**config.mk**
```make
export PLATFORM = sky130hd
export DESIGN_NAME = gmii_rx_framer
export DESIGN_NICKNAME = d
export VERILOG_FILES = /design/src/rtl/gmii_rx_framer.sv
export SDC_FILE = /design/constraint.sdc
export NUM_CORES = 1
export LEC_CHECK = 0
export CORE_MARGIN = 3
export CORE_UTILIZATION = 59
export DETAILED_ROUTE_END_ITERATION = 16
export PLACE_DENSITY = 0.85
export RECOVER_POWER = 100
export SYNTH_ARGS = -nofsm -noshare
export SYNTH_HDL_FRONTEND = slang
export SYNTH_SLANG_ARGS = --single-unit
```
**constraint.sdc**
```tcl
create_clock -name rx_clk -period 2.7 [get_ports rx_clk]
set_input_delay 0.54 -clock rx_clk [delete_from_list [all_inputs] [get_ports rx_clk]]
set_output_delay 0.54 -clock rx_clk [all_outputs]
set_load 0.1 [all_outputs]
```
**src/rtl/gmii_rx_framer.sv**
```systemverilog
// rtl/gmii_rx_framer.sv - GMII receive framer: preamble/SFD strip, FCS and length check
// Optional GMII_RX_FRAMER_STRIP_FCS_EN: hold back five bytes so the FCS is never emitted.
module gmii_rx_framer #(
  parameter int MIN_LEN = 64,
  parameter int MAX_LEN = 1518
) (
  input  logic       rx_clk,
  input  logic       rst_n,
  input  logic [7:0] rx_data,
  input  logic       rx_dv,
  input  logic       rx_er,
  output logic [7:0] out_data,
  output logic       out_valid,
  output logic       out_sof,
  output logic       out_eof,
  output logic       out_err,
  output logic       stat_good,
  output logic       stat_bad
);

`ifdef GMII_RX_FRAMER_STRIP_FCS_EN
  localparam int P = 5;
`else
  localparam int P = 1;
`endif
  localparam logic [2:0]  P_FULL      = 3'(P);
  localparam logic [15:0] MIN_L       = 16'(MIN_LEN);
  localparam logic [15:0] MAX_L       = 16'(MAX_LEN);
  localparam logic [31:0] CRC_INIT    = 32'hFFFF_FFFF;
  localparam logic [31:0] CRC_RESIDUE = 32'hDEBB_20E3;

  typedef enum logic [1:0] {S_IDLE, S_PRE, S_DATA, S_DROP} state_t;

  state_t      state_q, state_d;
  logic [31:0] crc_q, crc_d;
  logic [15:0] cnt_q, cnt_d;
  logic        err_q, err_d;
  logic        first_q, first_d;
  logic [7:0]  buf_q [P];
  logic [7:0]  buf_d [P];
  logic [2:0]  fill_q, fill_d;
  logic [7:0]  data_q, data_d;
  logic        valid_q, valid_d, sof_q, sof_d, eof_q, eof_d;
  logic        ferr_q, ferr_d, good_q, good_d, bad_q, bad_d;
  logic        frame_bad;

  function automatic logic [31:0] crc_byte(input logic [31:0] crc, input logic [7:0] b);
    logic [31:0] c;
    c = crc ^ {24'h0, b};
    for (int k = 0; k < 8; k++) c = c[0] ? ((c >> 1) ^ 32'hEDB8_8320) : (c >> 1);
    return c;
  endfunction

  always_comb begin
    state_d   = state_q;
    crc_d     = crc_q;
    cnt_d     = cnt_q;
    err_d     = err_q;
    first_d   = first_q;
    buf_d     = buf_q;
    fill_d    = fill_q;
    data_d    = 8'h00;
    valid_d   = 1'b0;
    sof_d     = 1'b0;
    eof_d     = 1'b0;
    ferr_d    = 1'b0;
    good_d    = 1'b0;
    bad_d     = 1'b0;
    frame_bad = err_q | (crc_q != CRC_RESIDUE) | (cnt_q < MIN_L) | (cnt_q > MAX_L);
    unique case (state_q)
      S_IDLE: if (rx_dv) state_d = (rx_data == 8'h55) ? S_PRE : S_DROP;
      S_PRE: begin
        if (!rx_dv) begin
          state_d = S_IDLE;
        end else if (rx_data == 8'hD5) begin
          state_d = S_DATA;
          crc_d   = CRC_INIT;
          cnt_d   = 16'd0;
          err_d   = 1'b0;
          first_d = 1'b1;
          fill_d  = 3'd0;
        end else if (rx_data != 8'h55) begin
          state_d = S_DROP;
        end
      end
      S_DATA: begin
        if (rx_dv) begin
          crc_d = crc_byte(crc_q, rx_data);
          if (cnt_q != 16'hFFFF) cnt_d = cnt_q + 16'd1;
          if (rx_er) err_d = 1'b1;
          // A full buffer shifts: the oldest byte leaves, the new one enters at the tail.
          if (fill_q == P_FULL) begin
            valid_d = 1'b1;
            data_d  = buf_q[0];
            sof_d   = first_q;
            first_d = 1'b0;
            for (int i = 0; i < P - 1; i++) buf_d[i] = buf_q[i + 1];
            buf_d[P-1] = rx_data;
          end else begin
            for (int i = 0; i < P; i++) if (fill_q == 3'(i)) buf_d[i] = rx_data;
            fill_d = fill_q + 3'd1;
          end
        end else begin
          state_d = S_IDLE;
          valid_d = 1'b1;
          eof_d   = 1'b1;
          fill_d  = 3'd0;
          first_d = 1'b0;
          if (fill_q == P_FULL) begin
            data_d = buf_q[0];
            sof_d  = first_q;
            ferr_d = frame_bad;
            good_d = !frame_bad;
            bad_d  = frame_bad;
          end else begin
            sof_d  = 1'b1;
            ferr_d = 1'b1;
            bad_d  = 1'b1;
          end
        end
      end
      S_DROP: if (!rx_dv) state_d = S_IDLE;
      default: state_d = S_IDLE;
    endcase
  end

  always_ff @(posedge rx_clk or negedge rst_n) begin
    if (!rst_n) begin
      state_q <= S_IDLE;
      crc_q   <= CRC_INIT;
      cnt_q   <= 16'd0;
      err_q   <= 1'b0;
      first_q <= 1'b0;
      for (int i = 0; i < P; i++) buf_q[i] <= 8'h00;
      fill_q  <= 3'd0;
      data_q  <= 8'h00;
      valid_q <= 1'b0;
      sof_q   <= 1'b0;
      eof_q   <= 1'b0;
      ferr_q  <= 1'b0;
      good_q  <= 1'b0;
      bad_q   <= 1'b0;
    end else begin
      state_q <= state_d;
      crc_q   <= crc_d;
      cnt_q   <= cnt_d;
      err_q   <= err_d;
      first_q <= first_d;
      buf_q   <= buf_d;
      fill_q  <= fill_d;
      data_q  <= data_d;
      valid_q <= valid_d;
      sof_q   <= sof_d;
      eof_q   <= eof_d;
      ferr_q  <= ferr_d;
      good_q  <= good_d;
      bad_q   <= bad_d;
    end
  end

  assign out_data  = data_q;
  assign out_valid = valid_q;
  assign out_sof   = sof_q;
  assign out_eof   = eof_q;
  assign out_err   = ferr_q;
  assign stat_good = good_q;
  assign stat_bad  = bad_q;

endmodule

```
### Word-level counts from Yosys, hierarchy flattened

Index checks and enable logic that the tools add are counted.

| operators by class | value |
|---|---|
| equality and inequality tests | 19 |
| mux-type cells | 58 |
| add/subtract/negate cells | 2 |
| $lt $le $gt $ge | 2 |
| bitwise gates (word level) | 12 |
| reduce and logical (&&, ||, !) cells | 13 |

Operators by type and width:

| operator | count |
|---|---|
| 32-bit two-way mux | 11 |
| 13-bit NOT with 14-bit output | 8 |
| 16-bit two-way mux | 4 |
| 32-bit one-hot mux with 2 select lines | 1 |
| 8-bit two-way mux | 4 |
| 32-bit inequality test, second input constant | 1 |
| 16-bit one-hot mux with 2 select lines | 1 |
| 32-bit by 8-bit XOR with 32-bit output | 1 |
| 1-bit two-way mux | 23 |
| 16-bit by 1-bit adder with 16-bit output, second input constant | 1 |
| 16-bit by 11-bit greater-than comparator with 1-bit output, second input constant | 1 |
| 16-bit by 7-bit < comparator with 1-bit output, second input constant | 1 |
| 16-bit inequality test, second input constant | 1 |
| 2-bit inequality test, second input constant | 7 |
| 2-bit two-way mux | 6 |
| 3-bit two-way mux | 4 |
| 4-bit AND reduction | 3 |
| 5-bit AND reduction | 2 |
| 8-bit by 7-bit == test with 1-bit output, second input constant | 1 |
| 8-bit == test, second input constant | 1 |
| 8-bit by 7-bit inequality test with 1-bit output, second input constant | 1 |
| 3-bit inequality test, second input constant | 2 |
| 2-bit one-hot mux with 3 select lines | 1 |
| 3-bit one-hot mux with 2 select lines | 1 |
| other kinds (13) | 19 |

| word-level totals | value |
|---|---|
| logic and storage cells | 119 |
| input port bits | 12 |
| bits in registers | 76 |
| output and inout port bits | 14 |

### Longest topological paths before layout

Gate-level depths: netlist of the first run.

| logic depth | value |
|---|---|
| depth after elaboration | 19 |
| depth in mapped cells | 8 |

### Worst setup path after synthesis of the first run

OpenSTA, ideal clock, no wires.

| timing path | value |
|---|---|
| path kind | input to register |
| start | input rx_data[3] |
| end | register cnt_q[2] |
| slack | 709 ps |
| stages on the path | 6 |
| buffers on the path | 1 |
| required time | 2,622 ps |
| arrival | 1,914 ps |
| path through | nand4bb_1 -> nor3_4 -> o21ai_2 -> buf_6 -> or4_1 -> a21oi_1 |

| on the way | value |
|---|---|
| longest elaborated chain between the ends | 3 |

Ends and longest elaborated chain:

| item | RTL line | source |
|---|---|---|
| start: declaration | 9 | `input logic [7:0] rx_data,` |
| 8-bit == test | 75 | `end else if (rx_data == 8'hD5) begin` |
| 2-bit inequality test (no line) | - |  |
| 5-bit AND reduction (no line) | - |  |
| end signal: assignment | 146 | `cnt_q <= cnt_d;` |
| end: declaration | 36 | `logic [15:0] cnt_q, cnt_d;` |

Every way passes these cells.
A chain may end at the register's enable or synchronous reset.

### Worst setup path after layout of the first run

| timing path | value |
|---|---|
| start | input rx_data[6] |
| end | register crc_q[20] |

| on the way | value |
|---|---|
| longest elaborated chain between the ends | 13 |
| elaborated cells on any way between the ends | 16 |

Ends and longest elaborated chain:

| item | RTL line | source |
|---|---|---|
| 32-bit by 8-bit XOR with 32-bit output | 49 | `c = crc ^ {24'h0, b};` |
| 13-bit NOT with 14-bit output (no line) | - |  |
| 32-bit two-way mux (7 in series) | 50 | `for (int k = 0; k < 8; k++) c = c[0] ? ((c >> 1) ^ 32'hEDB8_8320) : (c >> 1);` |
| 13-bit NOT with 14-bit output (no line) | - |  |
| 32-bit two-way mux | 50 |  |
| 32-bit two-way mux | 87 | `if (rx_dv) begin` |
| 32-bit one-hot mux with 2 select lines | 70 | `unique case (state_q)` |
| end signal: assignment | 145 | `crc_q <= crc_d;` |
| end: declaration | 35 | `logic [31:0] crc_q, crc_d;` |

Several ways; a longest one is shown, not always the timed one. The select of a mux whose other input is x is not followed.

==> results_tabular.tex, run 1 <==
\begin{tabular}{lr}
\hline
Metric & Value \\
\hline
\multicolumn{2}{l}{\textbf{Synth}} \\
Number of cells produced by synthesis & 382 \\
Main flop type after synthesis & dfrtp\_1 \\
Cell types occupying the most area after synthesis & dfrtp\_1 27\%, dfstp\_2 21\%, xnor2\_1 6.9\% \\
Count of different cell masters after synthesis & 51 \\
Number of synthesis warnings & 0 \\
Mean instance size in the synthesized netlist & 10.7 um\^{}2 \\
Number of flip-flops and latches in the synthesized netlist & 76 \\
Cell Area, Synth & 0.00409 mm\^{}2 \\
Share of flip-flops with an asynchronous set or reset & 100\% \\
Yosys top cell area share & 26.9\% \\
Total nets after synthesis & 398 \\
Library cell occupying the most area in the post-synthesis netlist & dfrtp\_1 \\
Post-synthesis sequential area ratio & 47.5\% \\
Number of synthesized flops with an enable pin & 0 \\
\multicolumn{2}{l}{\textbf{Clock tree}} \\
Count of hold-fix buffers inserted at cts & 0 \\
Number of H-tree levels & 3 \\
CTS tree & built \\
Clock latency on the worst-skew pair & 360 ps \\
Clock transition at the registers of the reported paths & 80 ps \\
Buffer cell driving the clock tree root & clkbuf\_8 \\
Post-CTS resize count & 0 \\
Number of sinks driven by the clock tree & 76 \\
Clock buffers created by TritonCTS & 9 \\
Maximum root-to-sink buffer count & 2 \\
Number of buffers inserted by post-CTS setup repair & 0 \\
\multicolumn{2}{l}{\textbf{Setup path}} \\
CP arrival & 2650 ps \\
Setup crit start kind & primary input \\
Critical path data required time & 2980 ps \\
Critical Path Fanout Max & 16 \\
Sort of element at the end of the critical path & flip-flop \\
Category of the critical setup timing path & in2reg \\
\multicolumn{2}{l}{\textbf{Timing}} \\
Achievable clock frequency & 421 MHz \\
Worst slew margin relative to its limit & -23.9\% \\
Worst Max-Slew Pin Slew & 1860 ps \\
Max Transition Viols Final & 77 \\
Fin. Hold Viols & 0 \\
Clock skew & 10.3 ps \\
Ratio of final minimum period to clock period & 88.0\% \\
Sum of negative setup slack & 0 ps \\
Min Clock Period, post-route & 2380 ps \\
Number of endpoints failing setup at the final stage & 0 \\
Setup repair after global routing missed its margin & no \\
\multicolumn{2}{l}{\textbf{Layout}} \\
Area taken by multi-input logic gates & 0.00204 mm\^{}2 \\
Fin nets & 454 \\
Filler cells & 462 \\
Post-Layout Inst Area & 0.00476 mm\^{}2 \\
Fraction of final layout cells with drive strength greater than 1 & 22.8\% \\
Seq. cell area & 0.00194 mm\^{}2 \\
Diodes inserted & 0 \\
Area Growth Syn to Fin & 16.4\% \\
Post-layout util & 72.9\% \\
\multicolumn{2}{l}{\textbf{Drt}} \\
Per-cell via count in the routed design & 6.12 \\
Via total after detailed routing & 3182 \\
Wire per inst & 18.9 um \\
Post-detailed-route DRC marker count & 0 \\
Wire length reported by the detailed router & 9.81 mm \\
Residual antenna-violating net count after detailed routing & 0 \\
1st-iter DRT viols & 246 \\
First drt pass iteration count & 4 \\
\multicolumn{2}{l}{\textbf{Power and ir drop}} \\
Cell internal pwr & 3900 uW \\
Maximum vdd ir drop & 1.14 mV \\
Clock share of power & 17.0\% \\
Switching power total & 2450 uW \\
Sw frac & 38.6\% \\
Share of total power in combinational logic & 51.1\% \\
Cell area power density & 1330 mW/mm\^{}2 \\
Sequential fraction of design power & 31.9\% \\
Lkg Pwr & 0.00199 uW \\
\multicolumn{2}{l}{\textbf{GRT}} \\
Wire length of the first global-routing pass & 16.0 mm \\
Pin count of the biggest net entering global routing & 77 \\
Vias in the first global route & 3185 \\
Number of antenna violations at the first check in global routing & 0 \\
Gr ovfl total & 0 \\
Gr usage total & 26.9\% \\
\multicolumn{2}{l}{\textbf{Run}} \\
Count of maximum capacitance violations & 1 \\
\multicolumn{2}{l}{\textbf{Die}} \\
Die area & 0.00796 mm\^{}2 \\
Floorplan core area & 0.00653 mm\^{}2 \\
Starting utilization of the core area & 62.6\% \\
I/O pins & 26 \\
Die X-Extent & 89.2 um \\
Vertical die dimension & 89.2 um \\
Row count & 29 \\
\multicolumn{2}{l}{\textbf{Hold path}} \\
Class of the most critical hold timing path & reg2reg \\
\multicolumn{2}{l}{\textbf{Outcome}} \\
Violated checks & max-capacitance violations, max-slew violations \\
Run status & complete, but fails checks \\
\multicolumn{2}{l}{\textbf{Placed design}} \\
Routability Congestion & 0.880 \\
Count of buffers inserted at the top-level ports & 25 \\
Area post-placement & 0.00460 mm\^{}2 \\
HPWL reported at the end of detailed placement & 6.83 mm \\
\hline
\end{tabular}
[cell type report]
cell class                      instances  area share [%]
Multi-Input combinational cell        285            42.9
Sequential cell                        76            40.8
Timing Repair Buffer                   59            8.44
Clock buffer                           11            2.97
Clock inverter                          5            2.26
Tap cell                               77            2.02
Inverter                                7           0.552
[kinds of logic after synthesis]
family,synth area share (%)
and+or+nand+nor,17.5
DFF,47.5
AOI/OAI and AO/OA,10.9
xor gates and xnor gates,17.8
buffers and inverters,2.36
muxes,2.69
adders and majority gates,1.22
[sequential cells by signal, summed over array words and instances (netlist names)]
name	count
buf_q	8
cnt_q	16
crc_q	32
err_q	1
fill_q	3
first_q	1
out_data	8
out_eof	1
out_sof	1
out_valid	1
stat_bad	1
stat_good	1
state_q	2
[final timing paths]
path / from / end / slack [ps] / cells after the start
min reg2reg: buf_q[6] / out_data[6] / 470 / 1
max: rx_data[6] / crc_q[20] / 320 / 8
min: buf_q[6] / out_data[6] / 470 / 1
max reg2reg: state_q[1] / cnt_q[15] / 550 / 6
min in group asynchronous: rst_n / cnt_q[9] / 680 / 1
max in group asynchronous: rst_n / out_data[5] / 920 / 1
[per-layer routing]
| layer | global-route usage [%] | wire length (um) |
|---|---|---|
| met5 | 0 | 0 |
| met4 | 11.8 | 229 |
| met3 | 4.06 | 472 |
| met2 | 43.7 | 4860 |
| met1 | 35.9 | 4250 |
[worst max-delay path: stages]
cell and delay [ps]:
dlygate4sd3_1 580, nand4bb_1 220, nor3_4 250, clkbuf_1 170
o21a_1 240, clkbuf_2 340, nor2_1 80, nor3_1 220
[Yosys cell counts, types with 3 or more instances]
| library cell | instances |
|---|---|
| nor4_1 | 6 |
| xnor2_1 | 32 |
| inv_1 | 7 |
| xor2_1 | 20 |
| nand4bb_1 | 3 |
| nand4_1 | 9 |
| nand2_1 | 21 |
| nand3_1 | 7 |
| and3_1 | 5 |
| buf_2 | 5 |
| o21ai_0 | 6 |
| a21oi_1 | 35 |
| xnor3_1 | 3 |
| or4_1 | 11 |
| dfrtp_1 | 44 |
| mux2_2 | 8 |
| xnor2_2 | 9 |
| clkbuf_1 | 7 |
| and2_1 | 8 |
| o31ai_1 | 10 |
| nor2_1 | 39 |
| o22a_1 | 4 |
| dfstp_2 | 32 |
| nor3_1 | 9 |
| ha_1 | 4 |
[stage by stage]
step	instances	setup WS (ps)	power, uW	hold slack [ps]
6_report	520	323	6350	473
2_1_floorplan	382	709	4390	244
5_1_grt	520	184	6680	501
4_1_cts	520	454	6360	349
3_5_place_dp	504	75.2	5220	461
3_3_place_gp	504	133	5120	452
[layout by cell type, fill, tap and decap left out, drive strengths merged, types with 3 or more instances in the layout]
cell type / n
dfrtp: 44
xnor2: 41
nor2: 39
a21oi: 35
clkbuf: 33
dfstp: 32
buf: 27
xor2: 22
nand2: 21
or4: 11
nor3: 11
o31ai: 10
nand4: 9
mux2: 8
clkdlybuf4s50: 8
inv: 8
and2: 8
nand3: 7
o21ai: 7
nor4: 6
and3: 5
o22a: 4
ha: 4
xnor3: 4
nand4bb: 3
bufinv: 3
[power by group through the flow]
stage                     Combinational (uW)  Sequential (uW)  Clock [uW]
after global routing                    3480             2060        1140
after CTS                               3260             2020        1090
final                                   3240             2030        1080
after detailed placement                3190             2030           0
after floorplan                         2360             2030           0
after global placement                  3130             2000           0
(Power assumes the default switching activity.)
==> run 2, diff against run 1 <==
==> constraint.sdc (replaced) <==
create_clock -name rx_clk -period 2.7 [get_ports rx_clk]
set_input_delay 0.54 -clock rx_clk [delete_from_list [all_inputs] [get_ports rx_clk]]
set_output_delay 0.54 -clock rx_clk [all_outputs]
set_load 0.005 [all_outputs]
==> run 2 against run 1 <==
  * Largest cell class unchanged
  * Clock-buffer cell count fell by 1
  * Clock skew is 3.6 ps lower
  * Clock power fell by 19%
  * Setup slack got worse by 94 ps
  * The flow still finishes with violations (max-capacitance violations, max-slew violations)
  * Die area unchanged
  * Critical endpoint is now buf_q[1]
==> results_tabular.tex, run 2 (synthesized netlist as in run 1, its figures left out) <==
\begin{tabular}{lr}
\hline
Metric & Value \\
\hline
\multicolumn{2}{l}{\textbf{Drt}} \\
Via total after detailed routing & 3179 \\
Wire length reported by the detailed router & 9.53 mm \\
Per-cell via count in the routed design & 6.10 \\
Residual antenna-violating net count after detailed routing & 0 \\
1st-iter DRT viols & 187 \\
Wire per inst & 18.3 um \\
First drt pass iteration count & 5 \\
Post-detailed-route DRC marker count & 0 \\
\multicolumn{2}{l}{\textbf{Clock tree}} \\
Clock latency on the worst-skew pair & 350 ps \\
Clock buffers created by TritonCTS & 9 \\
CTS tree & built \\
Post-CTS resize count & 0 \\
Number of sinks driven by the clock tree & 76 \\
Number of buffers inserted by post-CTS setup repair & 0 \\
Number of H-tree levels & 3 \\
Buffer cell driving the clock tree root & clkbuf\_8 \\
Maximum root-to-sink buffer count & 2 \\
Count of hold-fix buffers inserted at cts & 0 \\
Clock transition at the registers of the reported paths & 80 ps \\
\multicolumn{2}{l}{\textbf{Hold path}} \\
End point of the most critical hold path & out\_data[1] \\
Class of the most critical hold timing path & reg2reg \\
Min-delay src & buf\_q[1] \\
Number of stages on the worst hold path & 1 \\
\multicolumn{2}{l}{\textbf{Layout}} \\
Fin nets & 455 \\
Number of flip-flops under the largest register name & 32 \\
Top flop regs & crc\_q x32, cnt\_q x16 \\
Diodes inserted & 0 \\
Most common cell after layout, fill and taps aside & dfrtp\_1 \\
Post-route non-filler standard cell count & 521 \\
Commonest non-fill, non-tap cells in the layout & 44 x dfrtp\_1, 39 x nor2\_1, 35 x a21oi\_1 \\
Area Growth Syn to Fin & 17.3\% \\
Fraction of final layout cells with drive strength greater than 1 & 23.0\% \\
Filler cells & 432 \\
Largest Register & crc\_q \\
Post-layout util & 73.4\% \\
\multicolumn{2}{l}{\textbf{Placed design}} \\
Count of buffers inserted at the top-level ports & 25 \\
Routability Congestion & 0.922 \\
Pre-CTS setup slack & 114 ps \\
Placed cell count & 505 \\
HPWL reported at the end of detailed placement & 6.89 mm \\
\multicolumn{2}{l}{\textbf{Power and ir drop}} \\
Cell area power density & 1250 mW/mm\^{}2 \\
Maximum vdd ir drop & 1.13 mV \\
Lkg Pwr & 0.00203 uW \\
\multicolumn{2}{l}{\textbf{Timing}} \\
Ratio of final minimum period to clock period & 91.5\% \\
Setup repair after global routing missed its margin & no \\
Achievable clock frequency & 405 MHz \\
Worst Max-Slew Pin Slew & 1810 ps \\
Max Transition Viols Final & 77 \\
Worst slew margin relative to its limit & -20.7\% \\
Number of endpoints failing setup at the final stage & 0 \\
Fin. Hold Viols & 0 \\
Min Clock Period, post-route & 2470 ps \\
Clock skew & 6.72 ps \\
Final setup slack of the worst path & 229 ps \\
Sum of negative setup slack & 0 ps \\
\multicolumn{2}{l}{\textbf{Die}} \\
Die X-Extent & 89.2 um \\
Row count & 29 \\
Starting utilization of the core area & 62.6\% \\
Floorplan core area & 0.00653 mm\^{}2 \\
I/O pins & 26 \\
Vertical die dimension & 89.2 um \\
Die area & 0.00796 mm\^{}2 \\
\multicolumn{2}{l}{\textbf{GRT}} \\
Wire length of the first global-routing pass & 15.6 mm \\
Vias in the first global route & 3034 \\
Number of antenna violations at the first check in global routing & 0 \\
Gr usage total & 26.4\% \\
Gr ovfl total & 0 \\
Pin count of the biggest net entering global routing & 77 \\
\multicolumn{2}{l}{\textbf{Run}} \\
Count of maximum capacitance violations & 1 \\
\multicolumn{2}{l}{\textbf{Outcome}} \\
Run status & complete, but fails checks \\
Violated checks & max-capacitance violations, max-slew violations \\
\multicolumn{2}{l}{\textbf{Setup path}} \\
CP arrival & 2710 ps \\
Reg-to-reg setup timing slack & 420 ps \\
R2R depth & 6 \\
Category of the critical setup timing path & in2reg \\
Critical Path Fanout Max & 8 \\
Critical path data required time & 2940 ps \\
Destination of the worst register-to-register timing path & buf\_q[1] \\
Setup crit start kind & primary input \\
Startpoint of the worst-slack reg-to-reg timing path & state\_q[0] \\
Sort of element at the end of the critical path & flip-flop \\
\hline
\end{tabular}
[run 2: cell count changes in the layout (fill, tap and decap cells not counted), sizes merged, moves of 2 or more]
cell	previous run	this run
clkinv	1	3
clkbuf	33	18
bufinv	3	1
clkinvlp	0	2
dlygate4sd3	2	15
[run 2: power by group]
| group | switching (uW) | total (uW) | internal, uW |
|---|---|---|---|
| registers | 350 | 2010 | 1660 |
| logic | 1490 | 3090 | 1610 |
| clock network | 430 | 880 | 450 |
| total | 2270 | 5980 | 3720 |
[run 2: worst max-delay path, cell delays in order]
cell and delay [ps]:
dlygate4sd3_1 770, clkbuf_1 250, nand2_1 110, nor3_1 180
clkbuf_1 450, mux2_2 400
[run 2: how the worst max path moves through the flow]
stage | start | to | slack [ps]
after floorplan | rx_data[3] | cnt_q[2] | 710
after detailed placement | rx_data[5] | cnt_q[14] | 110
after global routing | rx_data[7] | crc_q[20] | 160
after CTS | rx_data[5] | cnt_q[12] | 420
final | rx_dv | buf_q[1] | 230
after global placement | rx_data[6] | cnt_q[14] | 160
[run 2: final cells by class]
class                      instances  area [um^2]  area share [%]
multi-input combinational        285         2030            42.4
sequential                        76         1940            40.5
timing repair buffer              60          497            10.4
clock buffer                      10          138            2.87
tap                               77         96.3            2.01
clock inverter                     6         63.8            1.33
inverter                           7         26.3           0.548
[run 2: routing by layer]
layer  global-route usage (%)  vias to the layer above  wire, um
met5                        0                        -         0
met3                     5.35                       32       644
met1                     35.9                     1543      3960
li1                         -                     1478         -
met2                     41.0                      126      4630
met4                     11.9                        0       298
[run 2: stage by stage]
| stage | power [uW] | hold slack [ps] | instance area, um^2 |
|---|---|---|---|
| 6_report | 5980 | 486 | 4790 |
| 3_5_place_dp | 5090 | 470 | 4640 |
| 4_1_cts | 6010 | 358 | 4840 |
| 3_3_place_gp | 5000 | 456 | 4640 |
| 2_1_floorplan | 4270 | 244 | 4090 |
| 5_1_grt | 6350 | 506 | 4790 |
==> run 3, diff against run 2 <==
==> constraint.sdc (replaced) <==
create_clock -name rx_clk -period 2.7 [get_ports rx_clk]
set_input_delay 0.81 -clock rx_clk [delete_from_list [all_inputs] [get_ports rx_clk]]
set_output_delay 0.81 -clock rx_clk [all_outputs]
set_load 0.005 [all_outputs]
==> run 3 against run 2 <==
  * The run now ends clean
  * Design area grew 1.6%
  * Sequential share of layout area is 0.64 points lower
  * Register-to-register slack better by 150 ps
  * Sequential cell count unchanged
  * Power grew 2.6%
  * Wire length is 4.6% higher
  * Clock skew is 1.4 ps higher
  * Global-route usage rose by 1.4 points
  * Largest cell class unchanged
==> results_tabular.tex, run 3 (synthesized netlist as in run 1, its figures left out) <==
\begin{tabular}{lr}
\hline
Metric & Value \\
\hline
\multicolumn{2}{l}{\textbf{Power and ir drop}} \\
Power, Total & 6140 uW \\
Cell area power density & 1260 mW/mm\^{}2 \\
Cell internal pwr & 3820 uW \\
Sw frac & 37.8\% \\
Maximum vdd ir drop & 1.38 mV \\
Switching power total & 2320 uW \\
Clock share of power & 14.4\% \\
Sequential fraction of design power & 32.8\% \\
Lkg Pwr & 0.00207 uW \\
Share of total power in combinational logic & 52.8\% \\
\multicolumn{2}{l}{\textbf{Drt}} \\
Per-cell via count in the routed design & 5.97 \\
Post-detailed-route DRC marker count & 0 \\
First drt pass iteration count & 4 \\
1st-iter DRT viols & 192 \\
Wire per inst & 18.7 um \\
Residual antenna-violating net count after detailed routing & 0 \\
Wire length reported by the detailed router & 9.97 mm \\
Via total after detailed routing & 3190 \\
\multicolumn{2}{l}{\textbf{Timing}} \\
Setup repair after global routing missed its margin & no \\
Max Transition Viols Final & 0 \\
Number of endpoints failing setup at the final stage & 0 \\
Achievable clock frequency & 380 MHz \\
Min Clock Period, post-route & 2630 ps \\
Fin. Hold Viols & 0 \\
Worst Max-Slew Pin Slew & 1460 ps \\
Worst slew margin relative to its limit & 2.71\% \\
Sum of negative setup slack & 0 ps \\
Ratio of final minimum period to clock period & 97.5\% \\
Clock skew & 8.13 ps \\
\multicolumn{2}{l}{\textbf{Layout}} \\
Post-layout util & 74.6\% \\
Fin nets & 468 \\
Number of flip-flops under the largest register name & 32 \\
Largest Register & crc\_q \\
Diodes inserted & 0 \\
Post-route non-filler standard cell count & 534 \\
Area Growth Syn to Fin & 19.2\% \\
Fraction of final layout cells with drive strength greater than 1 & 23.9\% \\
Top flop regs & crc\_q x32, cnt\_q x16 \\
Commonest non-fill, non-tap cells in the layout & 44 x dfrtp\_1, 39 x nor2\_1, 35 x a21oi\_1, 35 x xnor2\_1, 35 x buf\_4 \\
Filler cells & 440 \\
Post-Layout Inst Area & 0.00487 mm\^{}2 \\
Most common cell after layout, fill and taps aside & dfrtp\_1 \\
\multicolumn{2}{l}{\textbf{GRT}} \\
Wire length of the first global-routing pass & 16.3 mm \\
Gr usage total & 27.8\% \\
Gr ovfl total & 0 \\
Pin count of the biggest net entering global routing & 63 \\
Number of antenna violations at the first check in global routing & 0 \\
Vias in the first global route & 3226 \\
\multicolumn{2}{l}{\textbf{Clock tree}} \\
Number of buffers inserted by post-CTS setup repair & 0 \\
Number of sinks driven by the clock tree & 76 \\
Post-CTS resize count & 0 \\
CTS tree & built \\
Number of H-tree levels & 3 \\
Maximum root-to-sink buffer count & 2 \\
Clock buffers created by TritonCTS & 9 \\
Clock latency on the worst-skew pair & 360 ps \\
Clock transition at the registers of the reported paths & 80 ps \\
Buffer cell driving the clock tree root & clkbuf\_8 \\
Count of hold-fix buffers inserted at cts & 0 \\
\multicolumn{2}{l}{\textbf{Die}} \\
Row count & 29 \\
Floorplan core area & 0.00653 mm\^{}2 \\
Die X-Extent & 89.2 um \\
Vertical die dimension & 89.2 um \\
Starting utilization of the core area & 62.6\% \\
Die area & 0.00796 mm\^{}2 \\
I/O pins & 26 \\
\multicolumn{2}{l}{\textbf{Placed design}} \\
Placed cell count & 518 \\
Routability Congestion & 0.963 \\
HPWL reported at the end of detailed placement & 7.27 mm \\
Area post-placement & 0.00475 mm\^{}2 \\
Count of buffers inserted at the top-level ports & 25 \\
\multicolumn{2}{l}{\textbf{Setup path}} \\
Critical Path Fanout Max & 4 \\
Category of the critical setup timing path & in2reg \\
Sort of element at the end of the critical path & flip-flop \\
Critical path data required time & 2970 ps \\
Startpoint of the worst-slack reg-to-reg timing path & crc\_q[0] \\
R2R depth & 7 \\
Critical Path Start & rx\_data[6] \\
Destination of the worst register-to-register timing path & crc\_q[29] \\
CP arrival & 2900 ps \\
Setup crit start kind & primary input \\
Reg-to-reg setup timing slack & 570 ps \\
\multicolumn{2}{l}{\textbf{Hold path}} \\
Class of the most critical hold timing path & reg2reg \\
Number of stages on the worst hold path & 1 \\
Min-delay src & buf\_q[5] \\
End point of the most critical hold path & out\_data[5] \\
\multicolumn{2}{l}{\textbf{Outcome}} \\
Run status & completed \\
\multicolumn{2}{l}{\textbf{Run}} \\
Count of maximum capacitance violations & 0 \\
\hline
\end{tabular}
==> run 3: cell count changes in the layout (fill, tap and decap cells not counted) <==
cell	change
buf_12	+1
buf_4	+8
clkbuf_1	+4
clkdlybuf4s50_1	-1
dlygate4sd3_1	+1
nor3_1	-1
nor3_2	+1
xnor2_1	+3
xnor2_2	-3
==> run 3: how the worst max path moves through the flow <==
stage                      to  slack, ps  depth (start not counted)
floorplan            cnt_q[2]        440                          6
global placement    crc_q[23]        -90                          7
detailed placement  crc_q[20]       -230                          7
CTS                 crc_q[29]        150                          8
global route        crc_q[29]         30                          8
finish              crc_q[29]         70                          8
==> run 3: final cells by class <==
type | count | area, um^2 | area share [%]
tap | 77 | 96.3 | 1.98
clock buffer | 10 | 138 | 2.82
clock inverter | 6 | 63.8 | 1.31
inverter | 7 | 26.3 | 0.539
timing repair buffer | 73 | 592 | 12.1
sequential | 76 | 1940 | 39.9
multi-input combinational | 285 | 2010 | 41.3
==> run 3: power by group through the flow <==
stage               Combinational (uW)  Clock (uW)  Sequential, uW
global route                      3480         947            2060
global placement                  3200           0            1990
finish                            3240         884            2010
CTS                               3350         897            2010
floorplan                         2360           0            1910
detailed placement                3310           0            2020
==> run 3: per-layer routing <==
layer / vias to the layer above / wire length [um] / global-route usage (%)
li1: 1496 / - / -
met1: 1587 / 4070 / 34.9
met2: 82 / 5130 / 46.4
met3: 25 / 492 / 6.64
met4: 0 / 272 / 11.4
met5: - / 0 / 0
==> run 3: metrics by stage <==
step | setup WS, ps | hold slack, ps
after CTS | 153 | 481
after global placement | -90.2 | 456
final | 67.0 | 481
after floorplan | 439 | 449
after detailed placement | -233 | 464
after global routing | 32.6 | 502
==> run 3: worst max-delay path: stages <==
cell,delay (ps)
clkdlybuf4s50_1,450
buf_4,160
xnor2_1,370
xnor2_1,310
clkbuf_1,200
xor2_1,280
xor2_1,110
a21oi_1,220
